## src/rtl/ball_hit_detector.sv

```systemverilog
// Per-frame ball collision detector: accumulates shot/ball and player/ball overlap
// over one video frame and reports hits at the next frame boundary. Optional macro: INVULN_EN.
module ball_hit_detector #(
    parameter int MIN_OVERLAP   = 4,
    parameter int INVULN_FRAMES = 60
) (
    input  logic        clk,
    input  logic        reset,
    input  logic        startOfFrame,
    input  logic [10:0] pixelX,
    input  logic [10:0] pixelY,
    input  logic        ballRequest,
    input  logic        shotRequest,
    input  logic        playerRequest,
    output logic        shotHitPulse,
    output logic [10:0] hitX,
    output logic [10:0] hitY,
    output logic        playerHitPulse,
    output logic        invulnerable
);

    typedef enum logic {
        WAIT_FRAME,
        COLLECT
    } state_t;

    state_t      state, state_n;
    logic        report;
    logic        shotSeen, shotSeen_n;
    logic [10:0] capX, capX_n, capY, capY_n;
    logic [3:0]  playerCnt, playerCnt_n;
    logic        ovShot, ovPlayer, playerReady, playerFlag;

    assign ovShot      = ballRequest && shotRequest;
    assign ovPlayer    = ballRequest && playerRequest;
    assign playerReady = (playerCnt >= 4'(MIN_OVERLAP));

    always_ff @(posedge clk) begin
        // NOTE: sequential state uses non-blocking assignments so every register samples pre-edge values.
        if (reset) state <= WAIT_FRAME;
        else       state <= state_n;
    end

    always_comb begin
        // NOTE: defaults first so no path through this block leaves a signal unassigned (no latch).
        state_n = state;
        report  = 1'b0;
        case (state)
            WAIT_FRAME: if (startOfFrame) state_n = COLLECT;
            COLLECT:    report = startOfFrame;
            default:    state_n = WAIT_FRAME;
        endcase
    end

    // The startOfFrame pixel is applied after the clear, so it belongs to the new frame.
    always_comb begin
        shotSeen_n  = shotSeen;
        capX_n      = capX;
        capY_n      = capY;
        playerCnt_n = playerCnt;
        if (startOfFrame) begin
            shotSeen_n  = 1'b0;
            playerCnt_n = 4'd0;
        end
        if (state == COLLECT || startOfFrame) begin
            if (ovShot && !shotSeen_n) begin
                shotSeen_n = 1'b1;
                capX_n     = pixelX;
                capY_n     = pixelY;
            end
            if (ovPlayer && playerCnt_n != 4'd15)
                playerCnt_n = playerCnt_n + 4'd1;
        end
    end

    always_ff @(posedge clk) begin
        if (reset) begin
            shotSeen  <= 1'b0;
            capX      <= '0;
            capY      <= '0;
            playerCnt <= '0;
        end else begin
            shotSeen  <= shotSeen_n;
            capX      <= capX_n;
            capY      <= capY_n;
            playerCnt <= playerCnt_n;
        end
    end

`ifdef INVULN_EN
    logic [7:0] invulnCnt, invulnDec;

    // Frame boundary decrements first, so the closing frame sees the post-decrement value.
    assign invulnDec    = (report && invulnCnt != 8'd0) ? invulnCnt - 8'd1 : invulnCnt;
    assign playerFlag   = report && playerReady && (invulnDec == 8'd0);
    assign invulnerable = (invulnCnt != 8'd0);

    always_ff @(posedge clk) begin
        if (reset)               invulnCnt <= 8'd0;
        else if (playerHitPulse) invulnCnt <= 8'(INVULN_FRAMES);
        else                     invulnCnt <= invulnDec;
    end
`else
    assign playerFlag   = report && playerReady;
    assign invulnerable = 1'b0;
`endif

    always_ff @(posedge clk) begin
        if (reset) begin
            shotHitPulse   <= 1'b0;
            playerHitPulse <= 1'b0;
            hitX           <= '0;
            hitY           <= '0;
        end else begin
            shotHitPulse   <= report && shotSeen;
            playerHitPulse <= playerFlag;
            if (report && shotSeen) begin
                hitX <= capX;
                hitY <= capY;
            end
        end
    end

endmodule

```

## config.mk

```make
export PLATFORM = sky130hd
export DESIGN_NAME = ball_hit_detector
export DESIGN_NICKNAME = d
export VERILOG_FILES = /design/src/rtl/ball_hit_detector.sv
export SDC_FILE = /design/constraint.sdc
export NUM_CORES = 1
export LEC_CHECK = 0
export ABC_AREA = 0
export BUFFER_PORTS_ARGS = -buffer_cell sky130_fd_sc_hd__buf_2
export CORE_MARGIN = 5
export CORE_UTILIZATION = 53
export CTS_BUF_LIST = sky130_fd_sc_hd__clkbuf_8
export CTS_CLUSTER_SIZE = 30
export DETAILED_ROUTE_END_ITERATION = 16
export HOLD_SLACK_MARGIN = 0.06
export PLACE_DENSITY = 0.9
export SLEW_MARGIN = 20
export SYNTH_ARGS = -nofsm -noshare
export SYNTH_HDL_FRONTEND = slang
export SYNTH_SLANG_ARGS = --single-unit
```

## constraint.sdc

```tcl
create_clock -name clk -period 1.9 [get_ports clk]
set_clock_uncertainty 0.15 [all_clocks]
set_input_delay 0.19 -clock clk [delete_from_list [all_inputs] [get_ports clk]]
set_output_delay 0.19 -clock clk [all_outputs]
set_load 0.01 [all_outputs]
```

==> impl_results.rst, run 1 <==
.. list-table::
   :header-rows: 1

   * - Metric
     - Value
   * - Pre-CTS setup slack
     - 141.3 ps
   * - Clock tree from TritonCTS
     - built
   * - Total via count in the routed design
     - 1592
   * - Post-DP HPWL
     - 2.636 mm
   * - Post-layout total power
     - 1.936 mW
   * - Synth async-reset ratio
     - 0%
   * - Starting density of the core
     - 53.96%
   * - Top cells by area, synth
     - sky130_fd_sc_hd__dfxtp_1 (54%), sky130_fd_sc_hd__mux2i_1 (12%), sky130_fd_sc_hd__nand2_1 (8.5%)
   * - Final hold violation count
     - 0
   * - Final routed wire length divided by cell count
     - 12.84 microns
   * - Distinct cell type count after synthesis
     - 26
   * - Endpoint arrival time on the critical path
     - 1690 ps
   * - Routed Antenna Nets
     - 0
   * - Portion of synthesized cell area occupied by the leading cell type
     - 53.50%
   * - Via count of the first global-routing pass
     - 1602
   * - Endpoints failing setup
     - 0
   * - Clock latency at the later pin of the worst-skew pair
     - 300 ps
   * - Clock slew seen by the registers of the worst setup and hold paths
     - 90 ps
   * - HP Start
     - startOfFrame
   * - Number of H-tree levels
     - 2
   * - Nets@finish
     - 309
   * - Class of the most critical setup path
     - reg2reg
   * - Gr usage total
     - 18.55%
   * - Class of the tightest hold or removal check
     - in2reg
   * - Max-cap violation count
     - 0
   * - Category of the worst setup path launch point
     - register
   * - Initial antenna violation count
     - 0
   * - Floorplan die width
     - 70.59 microns
   * - Syn Std Cell Area
     - 1946 sq um
   * - Crit path required time
     - 1940 ps
   * - Fill count
     - 289
   * - Most frequent cells after synthesis
     - sky130_fd_sc_hd__dfxtp_1 (52), sky130_fd_sc_hd__nand2_1 (44), sky130_fd_sc_hd__nor2_1 (29), sky130_fd_sc_hd__a21oi_1 (24), sky130_fd_sc_hd__mux2i_1 (23)
   * - Synth Net Count
     - 237
   * - Leakage power of the design
     - 1.189 nW
   * - List of cells traversed by the critical path
     - nor2b_1 -> ha_1 -> a31oi_4 -> nand4_1 -> mux2_1
   * - Core outline area
     - 3606 sq um
   * - Final Critical Period
     - 1648 ps
   * - Std-Cell Rows
     - 22
   * - Pin count of the biggest net entering global routing
     - 39
   * - Via/cell ratio
     - 4.839
   * - CP max FO
     - 3
   * - DR DRC count
     - 0
   * - Post-synth EDFFs
     - 0
   * - Areal power density over the cells
     - 757.0 nW/um^2
   * - Beginning of the worst register-to-register path
     - playerCnt[0]$_SDFF_PP0_
   * - Biggest area consumer among synthesized cells
     - sky130_fd_sc_hd__dfxtp_1
   * - Iteration-0 DRC Markers
     - 47
   * - Max Buffers Root-to-Sink
     - 2
   * - Minimum setup slack in the final design
     - 251.7 ps
   * - Overall routed net length
     - 4.224 mm
   * - Slowest Stage Delay on Critical Path
     - 330 ps
   * - Element type at the critical path end
     - register
   * - Total clock sinks
     - 52
   * - Area delta synth->final
     - 31.45%
   * - Proportion of synthesized chip area in sequential cells
     - 53.50%
   * - Primary FF master, synth
     - sky130_fd_sc_hd__dfxtp_1
   * - First-pass GRT wire length
     - 7.327 mm
   * - Flop and latch count out of synthesis
     - 52
   * - Placer congestion estimate
     - 0.8113
   * - First drt pass iteration count
     - 4
   * - Slew Limit Fails
     - 0
   * - Highest Clock Rate
     - 606.7 MHz
   * - Count of input and output buffers
     - 51
   * - Most numerous cell in the Yosys netlist
     - sky130_fd_sc_hd__dfxtp_1
   * - Library cell contributing the largest single delay on the critical path
     - sky130_fd_sc_hd__mux2_1
   * - Unrepaired setup endpoints after global routing
     - false
   * - Fraction of final layout cells sized beyond drive strength 1
     - 23.13%
   * - Root buffer selected by CTS
     - sky130_fd_sc_hd__clkbuf_8
   * - Total CTS buffers
     - 5
   * - DIE AREA
     - 4983 sq um
   * - Post-route clock period utilization
     - 86.75%
   * - Synth Instances
     - 208
   * - Die height
     - 70.59 microns
   * - IR Drop Worst-Case VDD
     - 0.6906 mV
   * - Syn avg cell area
     - 9.354 sq um
   * - Gates resized, CTS repair
     - 0
   * - Number of primary I/O pins
     - 53
   * - Number of warning messages in the yosys log
     - 0
   * - Total Neg Setup Slack
     - 0 ps
   * - Critical path startpoint
     - playerCnt[0]$_SDFF_PP0_
   * - Number of inserted diodes
     - 0
   * - Grt ovf
     - 0
   * - Run status
     - finished clean
kinds of logic (layout without fill, tap and decap cells):
kind of cell / after synthesis / count (layout) / share of synthesized area, %
compound gates: 31 / 31 / 10.68
simple gates: 82 / 82 / 16.98
other cells: 1 / 1 / 0.1927
flops: 52 / 52 / 53.50
xor+xnor: 1 / 1 / 0.4502
buf+inv: 16 / 89 / 5.145
fa+ha+maj: 1 / 1 / 0.6430
mux: 24 / 24 / 12.41
flip-flops by register name (all words and copies together) (netlist names):
signal	flops
shotHitPulse	1
capX	11
capY	11
state	1
hitX	11
playerCnt	4
hitY	11
playerHitPulse	1
shotSeen	1
per-stage QoR:
stage,util (%),cell area [sq um],instances,hold slack [ps]
2_1_floorplan,-,1946,208,183.9
3_3_place_gp,61.66,2223,297,267.9
3_5_place_dp,61.66,2223,297,277.3
4_1_cts,70.92,2557,329,87.52
5_1_grt,70.92,2557,329,107.3
6_report,70.92,2557,329,100.3
area by class of cell:
type                    count  area (sq um)  share of cell area [%]
inverters                   2         7.507                  0.2935
clock inverters             2         11.26                  0.4403
clock buffers               6         82.58                   3.229
repair buffers             79         550.5                   21.53
flip-flops and latches     52          1041                   40.70
well taps                  48         60.06                   2.348
multi-input cells         140         804.5                   31.46
timing repair:
action	in CTS	in global routing
hold buffers	24	0
hold endpoints to repair	23	0
buffers inserted	0	0
report_power, final:
part / internal, mW / total, mW / switching [mW]
Sequential: 1.11 / 1.13 / 0.0140
Clock: 0.291 / 0.635 / 0.344
Combinational: 0.0959 / 0.174 / 0.0779
Total: 1.50 / 1.94 / 0.436
final timing paths:
check / endpoint / slack [ps] / cells past startpoint
setup / recovery: playerCnt[3]$_SDFF_PP0_ / 250 / 5
hold / removal: playerHitPulse$_SDFF_PP0_ / 100 / 3
setup reg to reg: playerCnt[3]$_SDFF_PP0_ / 250 / 5
hold reg to reg: hitY[5]$_SDFFE_PP0P_ / 300 / 2
metal layers:
metal	part of all wire [%]	track usage, %	vias up
met5	0	0	-
met4	1.2	6.263	0
met3	5.8	6.108	4
met2	50	33.47	39
met1	43	20.44	723
li1	-	-	826
cell usage in the layout (no fill, tap or decap), types with 2 or more instances in the layout:
master / synthesis / layout
sky130_fd_sc_hd__a21oi_1: 24 / 24
sky130_fd_sc_hd__nor2_1: 29 / 29
sky130_fd_sc_hd__nor2b_1: 4 / 4
sky130_fd_sc_hd__buf_2: 3 / 51
sky130_fd_sc_hd__o211ai_1: 2 / 2
sky130_fd_sc_hd__buf_4: 1 / 2
sky130_fd_sc_hd__inv_1: 2 / 3
sky130_fd_sc_hd__dfxtp_1: 52 / 52
sky130_fd_sc_hd__nand2_1: 44 / 44
sky130_fd_sc_hd__mux2i_1: 23 / 23
sky130_fd_sc_hd__clkbuf_8: 0 / 6
sky130_fd_sc_hd__dlygate4sd3_1: 0 / 24
sky130_fd_sc_hd__buf_12: 2 / 2
worst max-delay path, delay by kind of cell (launching register included):
family,cells,cell delay [ps]
simple gates,2,290
mux,1,330
flops,1,300
fa+ha+maj,1,250
compound gates,1,210
Note: power is estimated with default switching activity, not from simulation.
==> run 2, diff against run 1 <==
--- a/config.mk
+++ b/config.mk
@@ -8,12 +8,13 @@
 export ABC_AREA = 0
 export BUFFER_PORTS_ARGS = -buffer_cell sky130_fd_sc_hd__buf_2
 export CORE_MARGIN = 5
-export CORE_UTILIZATION = 53
+export CORE_UTILIZATION = 40
 export CTS_BUF_LIST = sky130_fd_sc_hd__clkbuf_8
 export CTS_CLUSTER_SIZE = 30
 export DETAILED_ROUTE_END_ITERATION = 16
 export HOLD_SLACK_MARGIN = 0.06
-export PLACE_DENSITY = 0.9
+export MAX_ROUTING_LAYER = met4
+export PLACE_DENSITY = 0.73
 export SLEW_MARGIN = 20
 export SYNTH_ARGS = -nofsm -noshare
 export SYNTH_HDL_FRONTEND = slang
==> run 2 against run 1 <==
Hold slack worse by 32 ps. Largest power group unchanged. Final cell count is 6.1% higher. Sequential power barely moved. Fmax is 1.3% higher. First-iteration DRC count rose by 36%. Critical path type unchanged. Core utilization fell by 16 points. Largest cell class unchanged.
==> impl_results.rst, run 2 (same netlist as run 1, synthesis figures left out) <==
.. list-table::
   :header-rows: 1

   * - Metric
     - Value
   * - Endpoints failing setup
     - 0 (unchanged)
   * - Endpoint arrival time on the critical path
     - 1670 ps (-20 ps)
   * - IR Drop Worst-Case VDD
     - 0.3115 mV (-55%)
   * - Gr usage total
     - 14.25% (-4.3 points)
   * - Total via count in the routed design
     - 1597 (+0.31%)
   * - Std-Cell Rows
     - 25 (+14%)
   * - DR DRC count
     - 0 (unchanged)
   * - Gates resized, CTS repair
     - 0 (unchanged)
   * - Class of the most critical setup path
     - reg2reg
   * - Count of input and output buffers
     - 51 (unchanged)
   * - Slack of the worst reg-to-reg path
     - 270 ps (+20 ps)
   * - Clock latency at the later pin of the worst-skew pair
     - 290 ps (about the same)
   * - Number of H-tree levels
     - 2 (unchanged)
   * - Share of power burned in combinational logic
     - 8.8% (-0.2 points)
   * - Internal power contribution
     - 1.499 mW (about the same)
   * - Overall routed net length
     - 4.083 mm (-3.3%)
   * - Cts hold-fix bufs
     - 23 (-4.2%)
   * - Category of the worst setup path launch point
     - register
   * - Iteration-0 DRC Markers
     - 64 (+36%)
   * - Placer congestion estimate
     - 0.7708 (-5.0%)
   * - Final hold slack
     - 67.93 ps (-32.39 ps)
   * - Final routed wire length divided by cell count
     - 11.70 microns (-8.9%)
   * - Clock slew seen by the registers of the worst setup and hold paths
     - 80 ps (about the same)
   * - Initial antenna violation count
     - 0 (unchanged)
   * - Critical path startpoint
     - playerCnt[0]$_SDFF_PP0_
   * - Beginning of the worst register-to-register path
     - playerCnt[0]$_SDFF_PP0_
   * - Routed Antenna Nets
     - 0 (unchanged)
   * - Total clock sinks
     - 52 (unchanged)
   * - Pre-CTS setup slack
     - 244.4 ps (+103.1 ps)
   * - Grt ovf
     - 0 (unchanged)
   * - Crit path required time
     - 1940 ps (about the same)
   * - Final hold violation count
     - 0 (unchanged)
   * - Post-DP HPWL
     - 2.726 mm (+3.4%)
   * - Final Critical Period
     - 1627 ps (-21.52 ps)
   * - CP max FO
     - 3 (unchanged)
   * - Via/cell ratio
     - 4.576 (-5.4%)
   * - Via count of the first global-routing pass
     - 1628 (+1.6%)
   * - Area delta synth->final
     - 32.22%
   * - Run status
     - finished clean
   * - Sequential share of power
     - 58.5% (+0.3 points)
   * - R2r worst-path depth
     - 5 (unchanged)
   * - First-pass GRT wire length
     - 7.038 mm (-3.9%)
   * - First drt pass iteration count
     - 4 (unchanged)
   * - Nets@finish
     - 310 (+0.32%)
   * - Leading cell types in the layout, fill and taps excluded
     - sky130_fd_sc_hd__dfxtp_1 (52), sky130_fd_sc_hd__buf_2 (51), sky130_fd_sc_hd__nand2_1 (44)
   * - Total Neg Setup Slack
     - 0 ps (unchanged)
   * - Minimum setup slack in the final design
     - 273.2 ps (+21.52 ps)
   * - Highest Clock Rate
     - 614.7 MHz (+1.3%)
   * - DIE AREA
     - 6358 sq um (+28%)
   * - Post-CTS Repair Setup Buffers
     - 0 (unchanged)
   * - Starting density of the core
     - 41.19% (-13 points)
   * - Core outline area
     - 4723 sq um (+31%)
   * - Total CTS buffers
     - 5 (unchanged)
   * - Leakage power of the design
     - 1.194 nW (+0.43%)
   * - Class of the tightest hold or removal check
     - in2reg
   * - Clk network pwr share
     - 32.7% (about the same)
   * - Root buffer selected by CTS
     - sky130_fd_sc_hd__clkbuf_8
   * - Unrepaired setup endpoints after global routing
     - false
   * - Number of primary I/O pins
     - 53 (unchanged)
   * - Switching share of power
     - 22.19% (-0.30 points)
   * - Pin count of the biggest net entering global routing
     - 28 (-28%)
   * - Worst hold endpoint
     - shotSeen$_SDFF_PP0_
   * - Element type at the critical path end
     - register
   * - Net switching component of the power
     - 0.4277 mW (-1.8%)
   * - Max-cap violation count
     - 0 (unchanged)
   * - Critical register-to-register path endpoint
     - playerCnt[3]$_SDFF_PP0_
   * - HP Start
     - ballRequest
   * - Max Buffers Root-to-Sink
     - 2 (unchanged)
   * - Most frequent standard cell in the layout excluding fill and tap cells
     - sky130_fd_sc_hd__dfxtp_1
   * - Slew Limit Fails
     - 0 (unchanged)
   * - Die height
     - 79.74 microns (+13%)
   * - Areal power density over the cells
     - 749.1 nW/um^2 (-1.1%)
   * - Clock tree from TritonCTS
     - built
   * - Post-route clock period utilization
     - 85.62% (-1.1 points)
   * - Number of inserted diodes
     - 0 (unchanged)
   * - Floorplan die width
     - 79.74 microns (+13%)
   * - Number of cells on the worst hold path
     - 3 (unchanged)
   * - Fraction of final layout cells sized beyond drive strength 1
     - 24.11% (+0.98 points)
[run 2: worst max-delay path by stage]
| stage | end | slack [ps] | depth (start not counted) |
|---|---|---|---|
| 2_1_floorplan | playerCnt[3]$_SDFF_PP0_ | 310 | 6 |
| 3_3_place_gp | playerCnt[3]$_SDFF_PP0_ | 320 | 6 |
| 3_5_place_dp | playerCnt[3]$_SDFF_PP0_ | 240 | 6 |
| 4_1_cts | playerCnt[3]$_SDFF_PP0_ | 240 | 5 |
| 5_1_grt | playerCnt[2]$_SDFF_PP0_ | 120 | 5 |
| 6_report | playerCnt[3]$_SDFF_PP0_ | 270 | 5 |
[run 2: metal layers]
| metal | up-vias | part of all wire (%) | global-route usage (%) |
|---|---|---|---|
| met5 | - | 0 | - |
| met4 | 0 | 1.4 | 4.561 |
| met3 | 6 | 5.6 | 4.063 |
| met2 | 36 | 47 | 24.04 |
| met1 | 730 | 46 | 16.40 |
| li1 | 825 | - | - |
[run 2: final cells by class]
class,count,area [sq um]
repair buffers,80,543.0
multi-input cells,140,804.5
inverters,2,7.507
clock inverters,2,10.01
flip-flops and latches,52,1041
clock buffers,6,82.58
well taps,67,83.83
fillers,442,2151
[run 2: worst max-delay path: stages, from the launching register on]
cell                      delay (ps)
sky130_fd_sc_hd__dfxtp_1         310
sky130_fd_sc_hd__nor2b_1         250
sky130_fd_sc_hd__ha_1            260
sky130_fd_sc_hd__a31oi_4         120
sky130_fd_sc_hd__nand4_1         120
sky130_fd_sc_hd__mux2_1          310
[run 2: power by group through the flow]
stage | Clock (mW) | Combinational, mW | Sequential, mW
after floorplan | 0 | 0.0925 | 1.15
after global placement | 0 | 0.133 | 1.15
after detailed placement | 0 | 0.135 | 1.15
after CTS | 0.653 | 0.172 | 1.13
after global routing | 0.700 | 0.189 | 1.13
final | 0.630 | 0.170 | 1.13
[run 2: through the flow]
step | area (sq um) | cells | util [%] | total power, mW
floorplan | 1946 | 208 | - | 1.243
global placement | 2250 | 318 | 47.63 | 1.285
detailed placement | 2250 | 318 | 47.63 | 1.288
CTS | 2572 | 349 | 54.46 | 1.953
global route | 2572 | 349 | 54.46 | 2.021
finish | 2572 | 349 | 54.46 | 1.927
